<file path="src/rtl/syncin_gen.sv">
// Generator of the syncin/veto control inputs for the downstream clock state machine.
// Periodic syncin with double-buffered period/high-time config applied only at period boundaries.
module syncin_gen #(
  parameter int unsigned CntW      = 8,
  parameter int unsigned PeriodDef = 3,
  parameter int unsigned HighDef   = 2,
  parameter int unsigned VetoExt   = 2
) (
  input  logic            clk,
  input  logic            reset,
  input  logic            enable_i,
  input  logic            cfg_we_i,
  input  logic [CntW-1:0] cfg_period_i,
  input  logic [CntW-1:0] cfg_high_i,
  input  logic            hold_i,
  output logic            syncin_o,
  output logic            veto_o,
  output logic            boundary_o,
  output logic            cfg_ack_o,
  output logic            running_o
);

  localparam int unsigned ExtW = (VetoExt > 0) ? $clog2(VetoExt + 1) : 1;

  typedef enum logic [0:0] {StIdle, StRun} state_e;

  state_e            state_q, state_d;
  logic [CntW-1:0]   cnt_q, cnt_d;
  logic [CntW-1:0]   per_q, per_d;
  logic [CntW-1:0]   hi_q, hi_d;
  logic [CntW-1:0]   pper_q, pper_d;
  logic [CntW-1:0]   phi_q, phi_d;
  logic              pend_q, pend_d;
  logic [ExtW-1:0]   ext_q, ext_d;
  logic              syncin_q, syncin_d;
  logic              veto_q, veto_d;
  logic              boundary_q, boundary_d;
  logic              ack_q, ack_d;
  logic              running_q, running_d;

  logic wrap;
  logic copy;

  assign wrap = (state_q == StRun) && (cnt_q == per_q);
  // Pending config only lands on a period boundary, or any time while idle.
  assign copy = pend_q && ((state_q == StIdle) || wrap);

  // State register
  always_ff @(posedge clk) begin
    if (reset) begin
      state_q    <= StIdle;
      cnt_q      <= '0;
      per_q      <= CntW'(PeriodDef);
      hi_q       <= CntW'(HighDef);
      pper_q     <= '0;
      phi_q      <= '0;
      pend_q     <= 1'b0;
      ext_q      <= '0;
      syncin_q   <= 1'b0;
      veto_q     <= 1'b0;
      boundary_q <= 1'b0;
      ack_q      <= 1'b0;
      running_q  <= 1'b0;
    end else begin
      state_q    <= state_d;
      cnt_q      <= cnt_d;
      per_q      <= per_d;
      hi_q       <= hi_d;
      pper_q     <= pper_d;
      phi_q      <= phi_d;
      pend_q     <= pend_d;
      ext_q      <= ext_d;
      syncin_q   <= syncin_d;
      veto_q     <= veto_d;
      boundary_q <= boundary_d;
      ack_q      <= ack_d;
      running_q  <= running_d;
    end
  end

  // Next state and period counter; a stop request waits for the wrap.
  always_comb begin
    state_d = state_q;
    cnt_d   = cnt_q;
    case (state_q)
      StIdle: begin
        cnt_d = '0;
        if (enable_i) state_d = StRun;
      end
      StRun: begin
        if (wrap) begin
          cnt_d = '0;
          if (!enable_i) state_d = StIdle;
        end else begin
          cnt_d = cnt_q + CntW'(1);
        end
      end
      default: begin
        state_d = StIdle;
        cnt_d   = '0;
      end
    endcase
  end

  // Config double buffer; a write coincident with a copy becomes the new pending value.
  always_comb begin
    per_d  = per_q;
    hi_d   = hi_q;
    pper_d = pper_q;
    phi_d  = phi_q;
    pend_d = pend_q;
    if (copy) begin
      per_d  = pper_q;
      hi_d   = phi_q;
      pend_d = 1'b0;
    end
    if (cfg_we_i) begin
      pper_d = cfg_period_i;
      phi_d  = cfg_high_i;
      pend_d = 1'b1;
    end
  end

  // Veto stretcher; hold reloads the extension count.
  always_comb begin
    ext_d  = ext_q;
    veto_d = 1'b0;
    if (hold_i) begin
      ext_d  = ExtW'(VetoExt);
      veto_d = 1'b1;
    end else if (ext_q != '0) begin
      ext_d  = ext_q - ExtW'(1);
      veto_d = 1'b1;
    end
  end

  // Output next values, computed from next state so every output is a flop.
  always_comb begin
    running_d  = (state_d == StRun);
    boundary_d = running_d && (cnt_d == '0);
    syncin_d   = running_d && (cnt_d < hi_d);
    ack_d      = copy;
  end

  assign syncin_o   = syncin_q;
  assign veto_o     = veto_q;
  assign boundary_o = boundary_q;
  assign cfg_ack_o  = ack_q;
  assign running_o  = running_q;

endmodule

</file>
<file path="config.mk">
export PLATFORM = sky130hd
export DESIGN_NAME = syncin_gen
export DESIGN_NICKNAME = d
export VERILOG_FILES = /design/src/rtl/syncin_gen.sv
export SDC_FILE = /design/constraint.sdc
export NUM_CORES = 1
export LEC_CHECK = 0
export ABC_AREA = 1
export CAP_MARGIN = 20
export CORE_MARGIN = 1
export CORE_UTILIZATION = 30
export CTS_BUF_LIST = sky130_fd_sc_hd__clkbuf_16
export DETAILED_ROUTE_END_ITERATION = 8
export DONT_BUFFER_PORTS = 1
export GPL_ROUTABILITY_DRIVEN = 0
export PLACE_DENSITY = 0.42
export SYNTH_ARGS = -nofsm -noshare
export SYNTH_HDL_FRONTEND = slang
export SYNTH_SLANG_ARGS = --single-unit
export TNS_END_PERCENT = 1
</file>
<file path="constraint.sdc">
create_clock -name clk -period 2.4 [get_ports clk]
set_input_delay 0.12 -clock clk [delete_from_list [all_inputs] [get_ports clk]]
set_output_delay 0.12 -clock clk [all_outputs]
set_load 0.1 [all_outputs]
</file>
==> results.ini, run 1 <==
[die]
core_sq_um=6460
die_h_microns=84.6
die-area_sq_um=7160
fp-row-count=29
die_w_microns=84.6
start_util=0.317
ios=26

[logic_synthesis]
yosysWarningCount=0
syn_area_sq_um=2050
synth_nets=289
ys_ff_latch=48
synth_cells=260
yosysSeqAreaShare=0.469
synth_cell_types=28
avgSynthCellArea_sq_um=7.88

[grt]
use_met3=0.0344
grt_overflow_total=0
track_usage=0.143
grt-busiest-layer=met2
met1_usage=0.196
grt_pass1_wl_microns=8070
grtUsageMet2=0.225
grt_max_degree=26
grt_pass1_vias=1662
antenna_found_initial=0

[worst_setup_path]
critPathKind=flip-flop to flip-flop
cpPeakStageDelay_ns=0.39
crit_chain=inv_1 -> nand2_1 -> nand2_1 -> nand2_1 -> nor2_2 -> nand2_2 -> nand2_4 -> nand2_8 -> mux2i_1 -> ha_1 -> a21oi_1 -> o211ai_1 -> a21oi_2
cp_max_fo=17
cp-start-kind=flip-flop
crit_arrival_ns=2.30
cp_slowest_cell=dfxtp_1
cp_common_cell=nand2_1
crit_family=simple AND/OR/NAND/NOR gates
crit_buf_inv=1
cp-end-kind=flip-flop
cp.required_ns=2.62
r2r_start=cnt_q[0]$_SDFF_PP0_
cp-startpoint=cnt_q[0]$_SDFF_PP0_

[timing]
finalSetupTns_ns=0
fin_crit_sh=0.867
fin_skew_ns=0.00465
fin_ws_ns=0.320
hold_viol=0
slew_headroom=0.371
setup_viol=0
layout_min_cycle_time_ns=2.08
slew_violations=0
hold_ws_ns=0.00593
worstMarginPinSlew_ns=0.941
rsz0062_at_grt=false
fmax_mhz=481

[clocking]
clk_pin_slew_ns=0.06
cts_num_sinks=48
clock_latency_ns=0.28
cts.path.max_buffers=2
cts_setup_buffers=0
cts_tree=yes
cts_buffers=5
root_buffer=clkbuf_16
cts_max_level=2

[cells_and_area]
final.fill_count=711
diodes=0
stdcell_count=358
fin_nets=309
drive_above_1_share=0.0819
regArea_sq_um=961
multi_input_area_sq_um=942
syn_to_final_growth_pct=20.7
stdcell_area_sq_um=2470
final_util=0.383

[power_and_ir_drop]
fin_total_pwr_mw=1.86
power_density_nw_per_um2=751
p_leak_nw=1.09
ir_worst_vdd_mv=0.326

[hold_path]
hold_start=cfg_we_i
hp-class=input port to flip-flop

[detailed_routing]
drt_iter0_drc=30
wl_per_cell_microns=12.0
drcViolationCount=0
vias=1604
viasPerCell=4.48
drtAntennaViolNets=0
routed_wl_microns=4310
drt-pass1-iter-count=6

[placement]
port_buffers=0
postPlaceCellArea_sq_um=2120
hpwl_microns=3120
dp_slack_ns=0.322
placed_cells=331

[job]
max_cap_violations=0

[run_status]
outcome=complete, no violations

==> cell usage in the layout (no fill, tap or decap) <==
master / n
mux2i_2: 2
nor2_4: 1
nor2_2: 3
dfxtp_1: 48
inv_1: 26
xnor2_1: 5
nand2_4: 1
xor2_1: 1
nand2_1: 32
a21oi_1: 9
inv_2: 1
buf_4: 1
clkinv_2: 1
o21ai_0: 24
nor4_2: 1
o211ai_1: 3
nor4_1: 1
inv_4: 1
nand2_2: 2
nor2_1: 63
clkbuf_16: 5
or2_2: 1
nand2_8: 1
nor3_1: 4
a21oi_2: 1
clkinv_1: 2
bufinv_16: 1
dlygate4sd3_1: 19
ha_1: 8
nand3_1: 8
mux2i_1: 5
==> flip-flops by register name, summed over array words and instances (netlist names), 2 cells and up <==
| name | count |
|---|---|
| cnt_q | 8 |
| ext_q | 2 |
| hi_q | 8 |
| per_q | 8 |
| phi_q | 8 |
| pper_q | 8 |
==> routing by layer <==
metal / routed length [microns] / vias to the layer above
li1: - / 867
met1: 2280 / 714
met2: 1860 / 19
met3: 117 / 4
met4: 49 / 0
met5: 0 / -
==> cell type report <==
| cell class | count | share of cell area |
|---|---|---|
| Sequential cell | 48 | 0.389 |
| Multi-Input combinational cell | 176 | 0.381 |
| Timing Repair Buffer | 20 | 0.0800 |
| Clock buffer | 5 | 0.0506 |
| Inverter | 29 | 0.0450 |
| Tap cell | 77 | 0.0390 |
| Clock inverter | 3 | 0.0157 |
==> synth_stat cells <==
| library cell | instances | area (sq um) |
|---|---|---|
| mux2i_1 | 5 | 50.1 |
| xor2_1 | 1 | 8.76 |
| nand2_2 | 2 | 12.5 |
| nor4_1 | 1 | 6.26 |
| buf_6 | 1 | 11.3 |
| inv_4 | 1 | 6.26 |
| xnor2_1 | 5 | 43.8 |
| mux2i_2 | 2 | 27.5 |
| a21oi_2 | 1 | 8.76 |
| nor2_1 | 63 | 236 |
| a21oi_1 | 9 | 45.0 |
| nand3_1 | 8 | 40.0 |
| o211ai_1 | 3 | 22.5 |
| nand2_4 | 1 | 11.3 |
| ha_1 | 8 | 100 |
| nor2_4 | 1 | 11.3 |
| inv_1 | 25 | 93.8 |
| nand2_8 | 1 | 20.0 |
| nor3_1 | 4 | 20.0 |
| or2_2 | 1 | 6.26 |
| o21ai_0 | 24 | 120 |
| nand2_1 | 32 | 120 |
| nor2_2 | 3 | 18.8 |
| inv_2 | 1 | 3.75 |
| clkinv_1 | 2 | 7.51 |
| dfxtp_1 | 48 | 961 |
| nor4_2 | 1 | 12.5 |
| clkbuf_1 | 6 | 22.5 |
==> cell families after synthesis <==
group / after synthesis / synth area share
AO/OA/AOI/OAI: 37 / 0.0959
AND/OR/NAND/NOR: 118 / 0.252
adder cells (fa/ha/maj): 8 / 0.0489
flip-flops: 48 / 0.469
buffers and inverters: 36 / 0.0709
multiplexers: 7 / 0.0379
XOR/XNOR: 6 / 0.0257
==> worst reg2reg max path: stages (launching register included) <==
cell and delay (ns):
dfxtp_1 0.39, inv_1 0.07, nand2_1 0.07, nand2_1 0.04, nand2_1 0.07, nor2_2 0.05
nand2_2 0.07, nand2_4 0.10, nand2_8 0.16, mux2i_1 0.30, ha_1 0.30, a21oi_1 0.17
o211ai_1 0.11, a21oi_2 0.11
==> what timing repair did <==
action | CTS | global route
gates resized for setup | 0 | 0
hold endpoints to repair | 36 | 0
hold buffers | 19 | 0
==> report_power, final <==
| group | internal, mW | switching (mW) | total, mW |
|---|---|---|---|
| clock | 0.486 | 0.289 | 0.775 |
| combinational | 0.0752 | 0.104 | 0.179 |
| sequential | 0.841 | 0.0627 | 0.904 |
==> path summary, 6_finish.rpt <==
check	to	slack, ns	cells past startpoint
max reg2reg	syncin_o$_SDFF_PP0_	0.32	13
max	syncin_o$_SDFF_PP0_	0.32	13
min reg2reg	ext_q[0]$_SDFFE_PP0P_	0.45	1
min	phi_q[6]$_SDFFE_PP0P_	0.006	2
No activity file was read; power rests on OpenSTA's default activity.
==> run 2: changes to the inputs <==
--- a/config.mk
+++ b/config.mk
@@ -8,4 +8,5 @@
 export ABC_AREA = 1
 export CAP_MARGIN = 20
+export CORE_ASPECT_RATIO = 1.1
 export CORE_MARGIN = 1
 export CORE_UTILIZATION = 30
==> constraint.sdc (replaced) <==
create_clock -name clk -period 2.4 [get_ports clk]
set_input_delay 0.12 -clock clk [delete_from_list [all_inputs] [get_ports clk]]
set_output_delay 0.12 -clock clk [all_outputs]
set_load 0.05 [all_outputs]
==> run 2 against run 1 <==
Net effect: cell count grew 2.2%; global-route usage shrank 0.33 points; sequential cell count is the same; clock power shrank 9.3%; largest cell class unchanged; largest power group unchanged.
==> results.ini, run 2 (synthesis gave the netlist of run 1 again) <==
[run_status]
outcome=complete, no violations  ; unchanged

[timing]
fin_skew_ns=0.00624  ; was 0.00465 ns
finalSetupTns_ns=0  ; unchanged
layout_min_cycle_time_ns=2.10  ; was 2.08 ns
slew_violations=0  ; unchanged
setup_viol=0  ; unchanged
hold_viol=0  ; unchanged
rsz0062_at_grt=false  ; unchanged
worstMarginPinSlew_ns=0.895  ; was 0.941 ns
fmax_mhz=477  ; was 481 MHz
fin_crit_sh=0.874  ; was 0.867
slew_headroom=0.402  ; was 0.371

[die]
die_w_microns=80.8  ; was 84.6 microns
fp-row-count=31  ; was 29
start_util=0.311  ; was 0.317
die-area_sq_um=7160  ; about the same
die_h_microns=88.7  ; was 84.6 microns
ios=26  ; unchanged
core_sq_um=6590  ; was 6460 sq um

[power_and_ir_drop]
fin_total_pwr_mw=1.77  ; was 1.86 mW
ir_worst_vdd_mv=0.295  ; was 0.326 mV
power_density_nw_per_um2=709  ; was 751 nW/um^2
switching_power_mw=0.459  ; was 0.456 mW
p_sw_frac=0.260  ; was 0.245
clkPwrFrac=0.398  ; was 0.417
p_leak_nw=1.10  ; was 1.09 nW
p_int_mw=1.31  ; was 1.40 mW
combPwrFrac=0.102  ; was 0.096
p_seq_frac=0.500  ; was 0.486

[cells_and_area]
drive_above_1_share=0.0845  ; was 0.0819
layout_common_cells=nor2_1, dfxtp_1, nand2_1  ; unchanged
final.fill_count=697  ; was 711
diodes=0  ; unchanged
final_common_cell=nor2_1  ; unchanged
stdcell_count=366  ; was 358
syn_to_final_growth_pct=21.6  ; was 20.7%
fin_nets=312  ; was 309

[clocking]
cts_buffers=5  ; unchanged
clk_pin_slew_ns=0.07  ; was 0.06 ns
cts_resized=0  ; unchanged
cts.path.max_buffers=2  ; unchanged
cts_num_sinks=48  ; unchanged
hold_buffers=22  ; was 19
cts_setup_buffers=0  ; unchanged
cts_max_level=2  ; unchanged
root_buffer=clkbuf_16  ; unchanged
cts_tree=yes  ; unchanged
clock_latency_ns=0.29  ; was 0.28 ns

[worst_setup_path]
crit_arrival_ns=2.33  ; was 2.30 ns
crit_chain=inv_1 -> nand2_1 -> nand2_1 -> nand2_1 -> nor2_2 -> nand2_2 -> nand2_4 -> nand2_8 -> mux2i_1 -> ha_1 -> a21oi_1 -> o211ai_1 -> a21oi_2  ; unchanged
cp_common_cell=nand2_1  ; unchanged
cp-start-kind=flip-flop  ; unchanged
cp-startpoint=cnt_q[0]$_SDFF_PP0_  ; unchanged
cp-end-kind=flip-flop  ; unchanged
r2r_start=cnt_q[0]$_SDFF_PP0_  ; unchanged
cp.required_ns=2.63  ; was 2.62 ns
cp_max_fo=17  ; unchanged
cp_slowest_cell=dfxtp_1  ; unchanged
path_depth=13  ; unchanged
crit_family=simple AND/OR/NAND/NOR gates  ; unchanged
critPathKind=flip-flop to flip-flop  ; unchanged
crit_buf_inv=1  ; unchanged
cpPeakStageDelay_ns=0.41  ; was 0.39 ns
reg2regPathDepth=13  ; unchanged

[placement]
hpwl_microns=3190  ; was 3120 microns
placed_cells=336  ; was 331
port_buffers=0  ; unchanged

[detailed_routing]
drt_iter0_drc=46  ; was 30
drtAntennaViolNets=0  ; unchanged
routed_wl_microns=4430  ; was 4310 microns
drcViolationCount=0  ; unchanged
wl_per_cell_microns=12.1  ; was 12.0 microns
drt-pass1-iter-count=4  ; was 6
viasPerCell=4.44  ; was 4.48
vias=1624  ; was 1,604

[job]
max_cap_violations=0  ; unchanged

[grt]
track_usage=0.140  ; was 0.143
grt_max_degree=26  ; unchanged
antenna_found_initial=0  ; unchanged
grt_overflow_total=0  ; unchanged
grt_pass1_wl_microns=7440  ; was 8070 microns
grt_pass1_vias=1578  ; was 1,662

[hold_path]
hold_start=cfg_we_i  ; unchanged
hp-class=input port to flip-flop  ; unchanged
min_path_cells=2  ; unchanged

## run 2: cell count changes in the layout (fill, tap and decap cells not counted), sizes merged
| cell | previous run | this run |
|---|---|---|
| clkinvlp | 0 | 1 |
| dlygate4sd3 | 19 | 22 |
| bufinv | 1 | 0 |
## run 2: stage by stage
| step | area (sq um) | utilization | setup WS (ns) | hold slack, ns |
|---|---|---|---|---|
| after CTS | 2490 | 0.378 | 0.262 | 0.00102 |
| after detailed placement | 2120 | 0.322 | 0.284 | 0.195 |
| final | 2490 | 0.378 | 0.302 | 0.00219 |
| after floorplan | 2050 | - | 0.494 | 0.193 |
| after global placement | 2120 | 0.322 | 0.260 | 0.193 |
| after global routing | 2490 | 0.378 | 0.0615 | 0.00226 |
## run 2: power groups by stage
stage               Sequential (mW)  Combinational [mW]  Clock, mW
detailed placement            0.903               0.147          0
finish                        0.884               0.181      0.703
global placement              0.903               0.146          0
CTS                           0.884               0.184      0.723
floorplan                     0.899               0.123          0
global route                  0.889               0.208      0.756
## run 2: final timing paths
path | endpoint | slack (ns)
setup reg to reg | syncin_o$_SDFF_PP0_ | 0.30
hold reg to reg | ext_q[0]$_SDFFE_PP0P_ | 0.45
hold / removal | phi_q[7]$_SDFFE_PP0P_ | 0.002
setup / recovery | syncin_o$_SDFF_PP0_ | 0.30
## run 2: layer usage
metal  track usage  share of wire  vias to the layer above
met5             0              0                        -
met4        0.0519          0.013                        0
met3        0.0351          0.029                        6
met2         0.223           0.44                       20
met1         0.183           0.52                      728
li1              -              -                      870
## run 2: cell type report
type / instances / area, sq um / share of cell area
Sequential cell: 48 / 961 / 0.386
Multi-Input combinational cell: 176 / 942 / 0.378
Timing Repair Buffer: 23 / 228 / 0.0914
Clock buffer: 5 / 125 / 0.0502
Inverter: 29 / 111 / 0.0447
Tap cell: 82 / 103 / 0.0412
Clock inverter: 3 / 21.3 / 0.00854
